File: src/rtl/rv_csr_sequencer_if.sv
// Bundle between the CSR sequencer, its two requesters and the single-port CSR file.
// The slave modport is the sequencer's view; the master modport is the environment's view.
interface rv_csr_sequencer_if #(
  parameter bit rv64 = 1'b1
);
  localparam int xlen = rv64 ? 64 : 32;

  logic [1:0]            req_valid;
  logic [1:0]            req_ready;
  logic [1:0][11:0]      req_csr;
  logic [1:0][1:0]       req_op;
  logic [1:0]            req_rd_zero;
  logic [1:0]            req_src_zero;
  logic [1:0][xlen-1:0]  req_value;

  logic [11:0]           csr;
  logic                  load;
  logic                  store;
  logic [xlen-1:0]       store_value;
  logic [xlen-1:0]       load_value;
  logic                  sigill;

  logic                  resp_valid;
  logic                  resp_ready;
  logic                  resp_id;
  logic [xlen-1:0]       resp_value;
  logic                  resp_sigill;

  modport slave (
    input  req_valid, req_csr, req_op, req_rd_zero, req_src_zero, req_value,
    output req_ready,
    output csr, load, store, store_value,
    input  load_value, sigill,
    output resp_valid, resp_id, resp_value, resp_sigill,
    input  resp_ready
  );

  modport master (
    output req_valid, req_csr, req_op, req_rd_zero, req_src_zero, req_value,
    input  req_ready,
    input  csr, load, store, store_value,
    output load_value, sigill,
    input  resp_valid, resp_id, resp_value, resp_sigill,
    output resp_ready
  );
endinterface

File: src/rtl/rv_csr_sequencer.sv
// Zicsr read-modify-write sequencer: round-robin arbitrates two requesters and drives
// one load cycle and/or one store cycle into the CSR file, then holds the response.
module rv_csr_sequencer #(
  parameter bit rv64 = 1'b1
) (
  input  logic               clock,
  input  logic               reset,
  rv_csr_sequencer_if.slave  bus
);
  localparam int xlen = rv64 ? 64 : 32;

  localparam logic [1:0] OP_RES = 2'b00;
  localparam logic [1:0] OP_RW  = 2'b01;
  localparam logic [1:0] OP_RS  = 2'b10;

  typedef enum logic [1:0] {IDLE, READ, WRITE, RESP} state_t;

  state_t            state_reg, state_next;
  logic              rr_reg;
  logic [11:0]       csr_reg;
  logic [1:0]        op_reg;
  logic              rd_zero_reg;
  logic              src_zero_reg;
  logic              id_reg;
  logic              sigill_reg;
  logic [xlen-1:0]   value_reg;
  logic [xlen-1:0]   old_reg;

  logic              grant_id;
  logic              ready_en;
  logic              accept;
  logic              read_only;
  logic [xlen-1:0]   new_value;

  // rr_reg holds the last granted id; on a tie the other requester wins.
  always_comb begin
    grant_id = 1'b0;
    case (bus.req_valid)
      2'b10:   grant_id = 1'b1;
      2'b11:   grant_id = ~rr_reg;
      default: grant_id = 1'b0;
    endcase
  end

  assign ready_en = (state_reg == IDLE) && !reset && (|bus.req_valid);

  generate
    for (genvar gi = 0; gi < 2; gi++) begin : g_ready
      assign bus.req_ready[gi] = ready_en && (grant_id == 1'(gi));
    end
  endgenerate

  assign accept    = |(bus.req_valid & bus.req_ready);
  assign read_only = (csr_reg[11:10] == 2'b11);

  always_comb begin
    new_value = value_reg;
    case (op_reg)
      OP_RS:   new_value = old_reg | value_reg;
      2'b11:   new_value = old_reg & ~value_reg;
      default: new_value = value_reg;
    endcase
  end

  // Strobes are gated by reset so an abandoned access never reaches the CSR file.
  assign bus.load        = (state_reg == READ) && !reset;
  assign bus.store       = (state_reg == WRITE) && !read_only && !reset;
  assign bus.csr         = (bus.load || bus.store) ? csr_reg : 12'h000;
  assign bus.store_value = bus.store ? new_value : '0;

  assign bus.resp_valid  = (state_reg == RESP) && !reset;
  assign bus.resp_id     = id_reg;
  assign bus.resp_value  = old_reg;
  assign bus.resp_sigill = sigill_reg;

  always_comb begin
    state_next = state_reg;
    case (state_reg)
      IDLE: begin
        if (accept) begin
          if (bus.req_op[grant_id] == OP_RES)
            state_next = RESP;
          else if (bus.req_op[grant_id] == OP_RW && bus.req_rd_zero[grant_id])
            state_next = WRITE;
          else
            state_next = READ;
        end
      end
      READ:    state_next = (op_reg[1] && src_zero_reg) ? RESP : WRITE;
      WRITE:   state_next = RESP;
      RESP:    state_next = bus.resp_ready ? IDLE : RESP;
      default: state_next = IDLE;
    endcase
  end

  always_ff @(posedge clock) begin
    if (reset) begin
      state_reg    <= IDLE;
      rr_reg       <= 1'b1;
      csr_reg      <= '0;
      op_reg       <= '0;
      rd_zero_reg  <= 1'b0;
      src_zero_reg <= 1'b0;
      id_reg       <= 1'b0;
      sigill_reg   <= 1'b0;
      value_reg    <= '0;
      old_reg      <= '0;
    end else begin
      state_reg <= state_next;
      case (state_reg)
        IDLE: begin
          if (accept) begin
            rr_reg       <= grant_id;
            id_reg       <= grant_id;
            csr_reg      <= bus.req_csr[grant_id];
            op_reg       <= bus.req_op[grant_id];
            rd_zero_reg  <= bus.req_rd_zero[grant_id];
            src_zero_reg <= bus.req_src_zero[grant_id];
            value_reg    <= bus.req_value[grant_id];
            old_reg      <= '0;
            sigill_reg   <= (bus.req_op[grant_id] == OP_RES);
          end
        end
        READ:  old_reg    <= bus.load_value;
        WRITE: sigill_reg <= read_only ? 1'b1 : bus.sigill;
        default: ;
      endcase
    end
  end
endmodule
File: src/flat_wrapper.sv
// flat-port wrapper written by rule: the top's interface ports become plain ports
module rv_csr_sequencer_flat 
#(
  parameter bit rv64 = 1'b1
)
  (clock, reset, bus_req_valid, bus_req_csr, bus_req_op, bus_req_rd_zero, bus_req_src_zero, bus_req_value, bus_req_ready, bus_csr, bus_load, bus_store, bus_store_value, bus_load_value, bus_sigill, bus_resp_valid, bus_resp_id, bus_resp_value, bus_resp_sigill, bus_resp_ready);
  rv_csr_sequencer_if #(.rv64(rv64)) bus_i ();
  input  logic clock;
  input  logic reset;
  input wire logic [$bits(bus_i.req_valid)-1:0] bus_req_valid;
  input wire logic [$bits(bus_i.req_csr)-1:0] bus_req_csr;
  input wire logic [$bits(bus_i.req_op)-1:0] bus_req_op;
  input wire logic [$bits(bus_i.req_rd_zero)-1:0] bus_req_rd_zero;
  input wire logic [$bits(bus_i.req_src_zero)-1:0] bus_req_src_zero;
  input wire logic [$bits(bus_i.req_value)-1:0] bus_req_value;
  output wire logic [$bits(bus_i.req_ready)-1:0] bus_req_ready;
  output wire logic [$bits(bus_i.csr)-1:0] bus_csr;
  output wire logic [$bits(bus_i.load)-1:0] bus_load;
  output wire logic [$bits(bus_i.store)-1:0] bus_store;
  output wire logic [$bits(bus_i.store_value)-1:0] bus_store_value;
  input wire logic [$bits(bus_i.load_value)-1:0] bus_load_value;
  input wire logic [$bits(bus_i.sigill)-1:0] bus_sigill;
  output wire logic [$bits(bus_i.resp_valid)-1:0] bus_resp_valid;
  output wire logic [$bits(bus_i.resp_id)-1:0] bus_resp_id;
  output wire logic [$bits(bus_i.resp_value)-1:0] bus_resp_value;
  output wire logic [$bits(bus_i.resp_sigill)-1:0] bus_resp_sigill;
  input wire logic [$bits(bus_i.resp_ready)-1:0] bus_resp_ready;
  assign bus_i.req_valid = bus_req_valid;
  assign bus_i.req_csr = bus_req_csr;
  assign bus_i.req_op = bus_req_op;
  assign bus_i.req_rd_zero = bus_req_rd_zero;
  assign bus_i.req_src_zero = bus_req_src_zero;
  assign bus_i.req_value = bus_req_value;
  assign bus_req_ready = bus_i.req_ready;
  assign bus_csr = bus_i.csr;
  assign bus_load = bus_i.load;
  assign bus_store = bus_i.store;
  assign bus_store_value = bus_i.store_value;
  assign bus_i.load_value = bus_load_value;
  assign bus_i.sigill = bus_sigill;
  assign bus_resp_valid = bus_i.resp_valid;
  assign bus_resp_id = bus_i.resp_id;
  assign bus_resp_value = bus_i.resp_value;
  assign bus_resp_sigill = bus_i.resp_sigill;
  assign bus_i.resp_ready = bus_resp_ready;
  rv_csr_sequencer #(.rv64(rv64)) u_core (.clock(clock), .reset(reset), .bus(bus_i));
endmodule
File: config.mk
export PLATFORM = sky130hd
export DESIGN_NAME = rv_csr_sequencer_flat
export DESIGN_NICKNAME = d
export VERILOG_FILES = /design/src/rtl/rv_csr_sequencer_if.sv /design/src/rtl/rv_csr_sequencer.sv /design/src/flat_wrapper.sv
export SDC_FILE = /design/constraint.sdc
export NUM_CORES = 1
export LEC_CHECK = 0
export ABC_AREA = 1
export CORE_ASPECT_RATIO = 0.6
export CORE_MARGIN = 2
export CORE_UTILIZATION = 44
export CTS_CLUSTER_DIAMETER = 50
export DETAILED_ROUTE_END_ITERATION = 12
export PLACE_DENSITY = 0.87
export SLEW_MARGIN = 25
export SYNTH_ARGS = -nofsm -noshare
export SYNTH_HDL_FRONTEND = slang
export SYNTH_SLANG_ARGS = --single-unit
File: constraint.sdc
create_clock -name clock -period 2.5 [get_ports clock]
set_input_delay 0.375 -clock clock [delete_from_list [all_inputs] [get_ports clock]]
set_output_delay 0.375 -clock clock [all_outputs]
set_load 0.02 [all_outputs]
==> results of run 1 <==
==> synth_stat cells <==
library cell  instances
nand2_1             587
a21oi_1             155
dfxtp_1             148
nand3b_1             66
o21ai_0              46
clkbuf_1             37
buf_2                32
nand3_1              25
inv_1                22
nor2_1               15
o21ai_1              13
buf_4                 8
buf_6                 8
inv_2                 4
nor2_2                2
a31oi_1               1
a41oi_1               1
buf_1                 1
inv_4                 1
nand2_2               1
nand3_2               1
==> metrics by stage <==
stage	total power, mW	cell area (sq um)	cells	utilization (%)	hold slack (ps)
finish	7.16	11900	1748	71.9	470
global route	7.46	11900	1748	71.9	483
CTS	7.15	11900	1748	71.9	469
detailed placement	4.74	11400	1716	69.1	460
global placement	4.70	11400	1716	69.1	454
floorplan	3.80	7510	1174	-	442
==> how the worst max path moves through the flow <==
stage,startpoint,to,cells after the start
after floorplan,reset,bus_store_value[54],6
after global placement,bus_req_valid[0],bus_req_ready[1],8
after detailed placement,bus_req_valid[0],bus_req_ready[0],6
after CTS,u_core.state_reg[0],bus_req_ready[1],7
after global routing,u_core.state_reg[1],bus_store,6
final,u_core.state_reg[0],bus_req_ready[1],7
==> tightest hold or removal path: cells and delay by family, from the launching register on <==
kind | cells | cell delay, ps
compound gates | 1 | 50
simple gates | 1 | 60
flops | 1 | 310
==> what timing repair did <==
| action | 4_1_cts | 5_1_grt |
|---|---|---|
| gates resized for setup | 78 | 4 |
| cloned | 0 | 0 |
| buffers inserted | 0 | 0 |
| endpoints found under the setup margin | 77 | 5 |
==> per-layer routing <==
metal	track usage (%)	part of all wire, %
met5	0	0
met2	51.3	46
met1	38.7	42
met3	6.39	8.1
met4	13.7	3.8
==> where the power goes <==
| part | switching [mW] | internal [mW] | leakage [nW] |
|---|---|---|---|
| Clock | 1.11 | 1.35 | 0.269 |
| Sequential | 0.167 | 2.58 | 1.21 |
| Combinational | 1.10 | 0.855 | 3.39 |
==> area by class of cell <==
cell class / count / share of cell area, %
multi-input cells: 913 / 33.9
flip-flops and latches: 148 / 25.0
clock inverters: 13 / 0.949
well taps: 228 / 2.41
repair buffers: 400 / 33.0
inverters: 27 / 0.876
clock buffers: 19 / 3.82
==> cell usage in the layout, fill, tap and decap left out, types with 2 or more instances in the layout <==
cell type	n
a21oi_1	155
buf_12	6
buf_4	19
clkbuf_16	17
clkbuf_8	2
clkdlybuf4s50_1	297
clkinv_4	4
clkinvlp_4	3
dfxtp_1	147
dlygate4sd2_1	75
inv_1	21
inv_2	5
inv_6	5
nand2_1	585
nand2_2	2
nand3_1	24
nand3b_1	66
nor2_1	15
o21ai_0	46
o21ai_1	13
==> logic make-up (layout without fill, tap and decap cells) <==
group           after synthesis  count (layout)  share of synthesized area [%]
simple gates                697             697                           38.7
buf+inv                     113             459                           7.41
flops                       148             148                           39.4
compound gates              216             216                           14.5
==> summary.txt, run 1 <==
Timing
  • FMAX: 401 MHz
  • Rel. slew slack: approximately two fifths
  • Worst-margin pin slew: 910 ps
  • Setup Skew: about 12 ps
  • Max Transition Viols Final: 0
  • Unrepaired setup endpoints after global routing: yes
  • Final WS setup: 3.93 ps
  • Crit share post-route: 99.8%
  • TNS Setup: 0 ps
  • Final setup vio count: 0
  • Final hold viol count: 0
  • Post-route minimum period: 2500 ps

Worst setup path
  • Worst path bufs/invs: 4
  • R2R cell count: 7
  • Reg2reg start: u_core.state_reg[0]
  • Critical Path End Type: output pin
  • Critical R2R Capture: u_core.value_reg[15]
  • Delay-heaviest family, CP: buffers and inverters
  • Reg2reg setup slack: 400 ps
  • Kind of critical path: flop to output pin
  • Cells along the critical path: buf_4 > nor2_2 > nand3_4 > inv_4 > nand2_1 > inv_1 > clkdlybuf4s50_1
  • Worst Path Required: 2120 ps
  • Worst EP arrival: 2120 ps
  • Max incr delay on CP: 600 ps
  • Crit-path max FO: 14
  • CP max-delay cell: clkdlybuf4s50_1
  • Startpoint Class: flop

Logic synthesis
  • Net Count, Synth: 1404
  • Syn Area/Cell: between 6 and 7 sq um
  • Yosys cell types: 21
  • Syn Inst Count: 1174
  • Yosys warning count: 0
  • Sequential fraction of the synthesis area: 39.4%
  • Synth top area cells: dfxtp_1, nand2_1, a21oi_1
  • Mapped cell area: 7510 sq um
  • Synth area leader: dfxtp_1
  • Post-synth top area share: roughly 39%
  • Synthesis-stage register bit count: ~150

GRT
  • Antenna violations before repair: 0
  • Total track usage: 30.8%
  • Maximum number of pins on one net before global-route repair: 82
  • Grt ovf: 0
  • Number of global-route vias before repair: 8577
  • First-pass GRT wire length: 45.1 mm

Floorplan
  • IO Pins: 377
  • Die Y: 105 microns
  • Die X: 173 microns
  • Initial Utilization: 45.6%
  • Die Area: between 15000 and 20000 sq um
  • Core box area: 16500 sq um
  • Rows: 36

Placement
  • Pre-CTS setup slack: approximately 170 ps
  • Port Buf Inserts: 376
  • Final GP Congestion: around 0.87
  • Post-DP HPWL: 20.1 mm

Finish
  • Area Growth Syn to Fin: 57.8%
  • # diodes: 0
  • Area of the multi-input gates: 4020 sq um
  • Sequential cell area: around 3000 sq um
  • Filler Cell Count: 1374
  • Share of cells above drive strength 1: under 10%
  • NumNets Final: ~1700

Clock network
  • CTS tree: yes
  • Worst-Skew Late Latency: 420 ps
  • Cts hold-fix bufs: 0
  • Clock root buffer: clkbuf_16
  • Worst-case clock buffer depth: 2
  • Clock-pin slew on the worst setup and hold paths: 70 ps
  • H-tree lvl count: 4
  • Sink Count: 148
  • CTS Buf Count: 17

Routing
  • DR vias: 9072
  • Drt drc: 0
  • DRT iter0 DRCs: between 700 and 800
  • Residual antenna-violating net count after detailed routing: 0
  • Detailed Route WL: 28.8 mm
  • Vias per cell: 5.19
  • WL/cell: between 15 and 20 microns
  • DR pass1 iterations: 5

Worst hold path
  • Hold Path Sink: u_core.csr_reg[8]
  • Hold Startpoint: u_core.csr_reg[8]
  • Worst hold-check path type: flop to flop
  • WHS Path Cells: 2

Flow run
  • Max-cap violations: 0

Power
  • Pleak: 4.86 nW
  • Maximum vdd drop: 0.498 mV
  • Pwr dens: 603 nW/um^2

Outcome
  • Outcome: completed
Power figures use the tool's default switching activity.
==> inputs of run 2 (changes only) <==
--- a/config.mk
+++ b/config.mk
@@ -7,7 +7,7 @@
 export LEC_CHECK = 0
 export ABC_AREA = 1
 export CORE_ASPECT_RATIO = 0.6
-export CORE_MARGIN = 2
+export CORE_MARGIN = 4
 export CORE_UTILIZATION = 44
 export CTS_CLUSTER_DIAMETER = 50
 export DETAILED_ROUTE_END_ITERATION = 12
==> summary.txt, run 2 (same netlist as run 1, synthesis figures left out) <==
Worst setup path
  • Max incr delay on CP: 620 ps (+20 ps)
  • Critical Path End Type: output pin
  • Startpoint Class: flop
  • Cells along the critical path: buf_4 > nor2_2 > nand3_4 > nor2_1 > clkdlybuf4s50_1
  • Kind of critical path: flop to output pin
  • Delay-heaviest family, CP: buffers and inverters
  • CP max-delay cell: clkdlybuf4s50_1
  • Worst path bufs/invs: 2 (-2)
  • Crit-path max FO: 14 (unchanged)
  • Worst EP arrival: 2010 ps (-110 ps)
  • R2R cell count: 7 (unchanged)
  • WP depth: 5 (-2)
  • Worst Path Required: 2120 ps (about the same)

Power
  • Pleak: 4.90 nW (+0.70%)
  • Pwr dens: 610 nW/um^2 (+1.1%)
  • Maximum vdd drop: 0.484 mV (-2.8%)

Routing
  • DRT iter0 DRCs: 890 (+20%)
  • Vias per cell: 5.17 (-0.30%)
  • DR vias: 9040 (-0.35%)
  • DR pass1 iterations: 6 (+1)
  • Residual antenna-violating net count after detailed routing: 0 (unchanged)
  • Drt drc: 0 (unchanged)
  • WL/cell: 17.0 microns (+2.9%)
  • Detailed Route WL: 29.6 mm (+2.8%)

Clock network
  • Clock root buffer: clkbuf_16
  • Worst-case clock buffer depth: 2 (unchanged)
  • CTS tree: yes
  • H-tree lvl count: 4 (unchanged)
  • CTS Buf Count: 17 (unchanged)
  • Clock-pin slew on the worst setup and hold paths: 60 ps (about the same)
  • Post-CTS Setup Bufs: 0 (unchanged)
  • Sink Count: 148 (unchanged)
  • Post-CTS sizing: 77 (-1.3%)
  • Worst-Skew Late Latency: 410 ps (about the same)
  • Cts hold-fix bufs: 0 (unchanged)

Placement
  • Port Buf Inserts: 376 (unchanged)
  • Post-DP HPWL: 20.6 mm (+2.5%)
  • Pre-CTS setup slack: 112 ps (-55.3 ps)
  • Final GP Congestion: 0.872 (+0.74%)

Timing
  • Rel. slew slack: 38.9% (-0.49 points)
  • Post-route minimum period: 2380 ps (-114 ps)
  • Unrepaired setup endpoints after global routing: no
  • Final setup vio count: 0 (unchanged)
  • Final hold viol count: 0 (unchanged)
  • Setup Skew: 16.7 ps (+5.20 ps)
  • Crit share post-route: 95.3% (-4.6 points)
  • Worst-margin pin slew: 917 ps (+7.37 ps)
  • FMAX: 420 MHz (+4.8%)
  • TNS Setup: 0 ps (unchanged)
  • Max Transition Viols Final: 0 (unchanged)
  • Final WS setup: 118 ps (+114 ps)

GRT
  • Grt ovf: 0 (unchanged)
  • Antenna violations before repair: 0 (unchanged)
  • Maximum number of pins on one net before global-route repair: 88 (+7.3%)
  • Number of global-route vias before repair: 8598 (+0.24%)
  • Total track usage: 28.9% (-1.8 points)
  • First-pass GRT wire length: 44.7 mm (-0.96%)

Worst hold path
  • WHS Path Cells: 2 (unchanged)
  • Worst hold-check path type: flop to flop

Finish
  • Most frequent cells in the layout: nand2_1, clkdlybuf4s50_1, a21oi_1
  • Area Growth Syn to Fin: 57.9% (about the same)
  • Commonest non-fill, non-tap cell in the layout: nand2_1
  • NumNets Final: 1736 (-0.058%)
  • Share of cells above drive strength 1: 4.67% (-0.063 points)
  • # diodes: 0 (unchanged)

Floorplan
  • IO Pins: 377 (unchanged)
  • Core box area: 16500 sq um (unchanged)
  • Die Y: 109 microns (+3.8%)
  • Die Area: 19300 sq um (+6.2%)
  • Die X: 177 microns (+2.3%)
  • Rows: 36 (unchanged)
  • Initial Utilization: 45.6% (unchanged)

Outcome
  • Outcome: completed

Flow run
  • Max-cap violations: 0 (unchanged)
## run 2: stage by stage
step / total power [mW] / cells / utilization [%] / instance area [sq um] / hold WS [ps]
2_1_floorplan: 3.80 / 1174 / - / 7510 / 442
3_3_place_gp: 4.72 / 1715 / 69.0 / 11400 / 453
3_5_place_dp: 4.76 / 1715 / 69.0 / 11400 / 455
4_1_cts: 7.26 / 1747 / 71.9 / 11900 / 465
5_1_grt: 7.56 / 1747 / 72.0 / 11900 / 482
6_report: 7.24 / 1747 / 72.0 / 11900 / 466
## run 2: layout make-up
cell class / instances / area, sq um
Clock buffer: 18 / 439
Clock inverter: 14 / 141
Fill cell: 1364 / 4620
Inverter: 27 / 104
Multi-Input combinational cell: 913 / 4030
Sequential cell: 148 / 2960
Tap cell: 228 / 285
Timing Repair Buffer: 399 / 3910
## run 2: metal layers
metal  up-vias  global-route usage, %  wire (microns)
li1       4413                      -               -
met1      4069                   36.9           12000
met2       473                   47.7           13700
met3        85                   5.86            2680
met4         0                   13.1            1220
met5         -                      0               0
## run 2: final timing paths
kind                       startpoint                    to  slack [ps]
setup / recovery  u_core.state_reg[0]      bus_req_ready[0]         120
hold reg to reg    u_core.bus.resp_id    u_core.bus.resp_id         470
setup reg to reg  u_core.state_reg[0]  u_core.value_reg[18]         380
hold / removal     u_core.bus.resp_id    u_core.bus.resp_id         470
## run 2: power breakdown
part           internal, mW  switching (mW)  leakage, nW
combinational         0.858            1.10         3.41
sequential             2.58           0.168         1.21
clock                  1.43            1.10        0.279
## run 2: worst reg2reg max path, delay by kind of cell, from the launching register on
kind                   cells  cell delay, ps
DFF                        1             320
and+or+nand+nor            3             600
AOI/OAI and AO/OA          1             170
buffers and inverters      3             960
==> inputs of run 3 (changes only) <==
--- a/config.mk
+++ b/config.mk
@@ -6,10 +6,11 @@
 export NUM_CORES = 1
 export LEC_CHECK = 0
 export ABC_AREA = 1
+export CAP_MARGIN = 25
 export CORE_ASPECT_RATIO = 0.6
 export CORE_MARGIN = 4
 export CORE_UTILIZATION = 44
-export CTS_CLUSTER_DIAMETER = 50
+export CTS_CLUSTER_DIAMETER = 100
 export DETAILED_ROUTE_END_ITERATION = 12
 export PLACE_DENSITY = 0.87
 export SLEW_MARGIN = 25
==> results of run 3 <==
No change in the layout: final DEF, timing and power equal those of run 2.
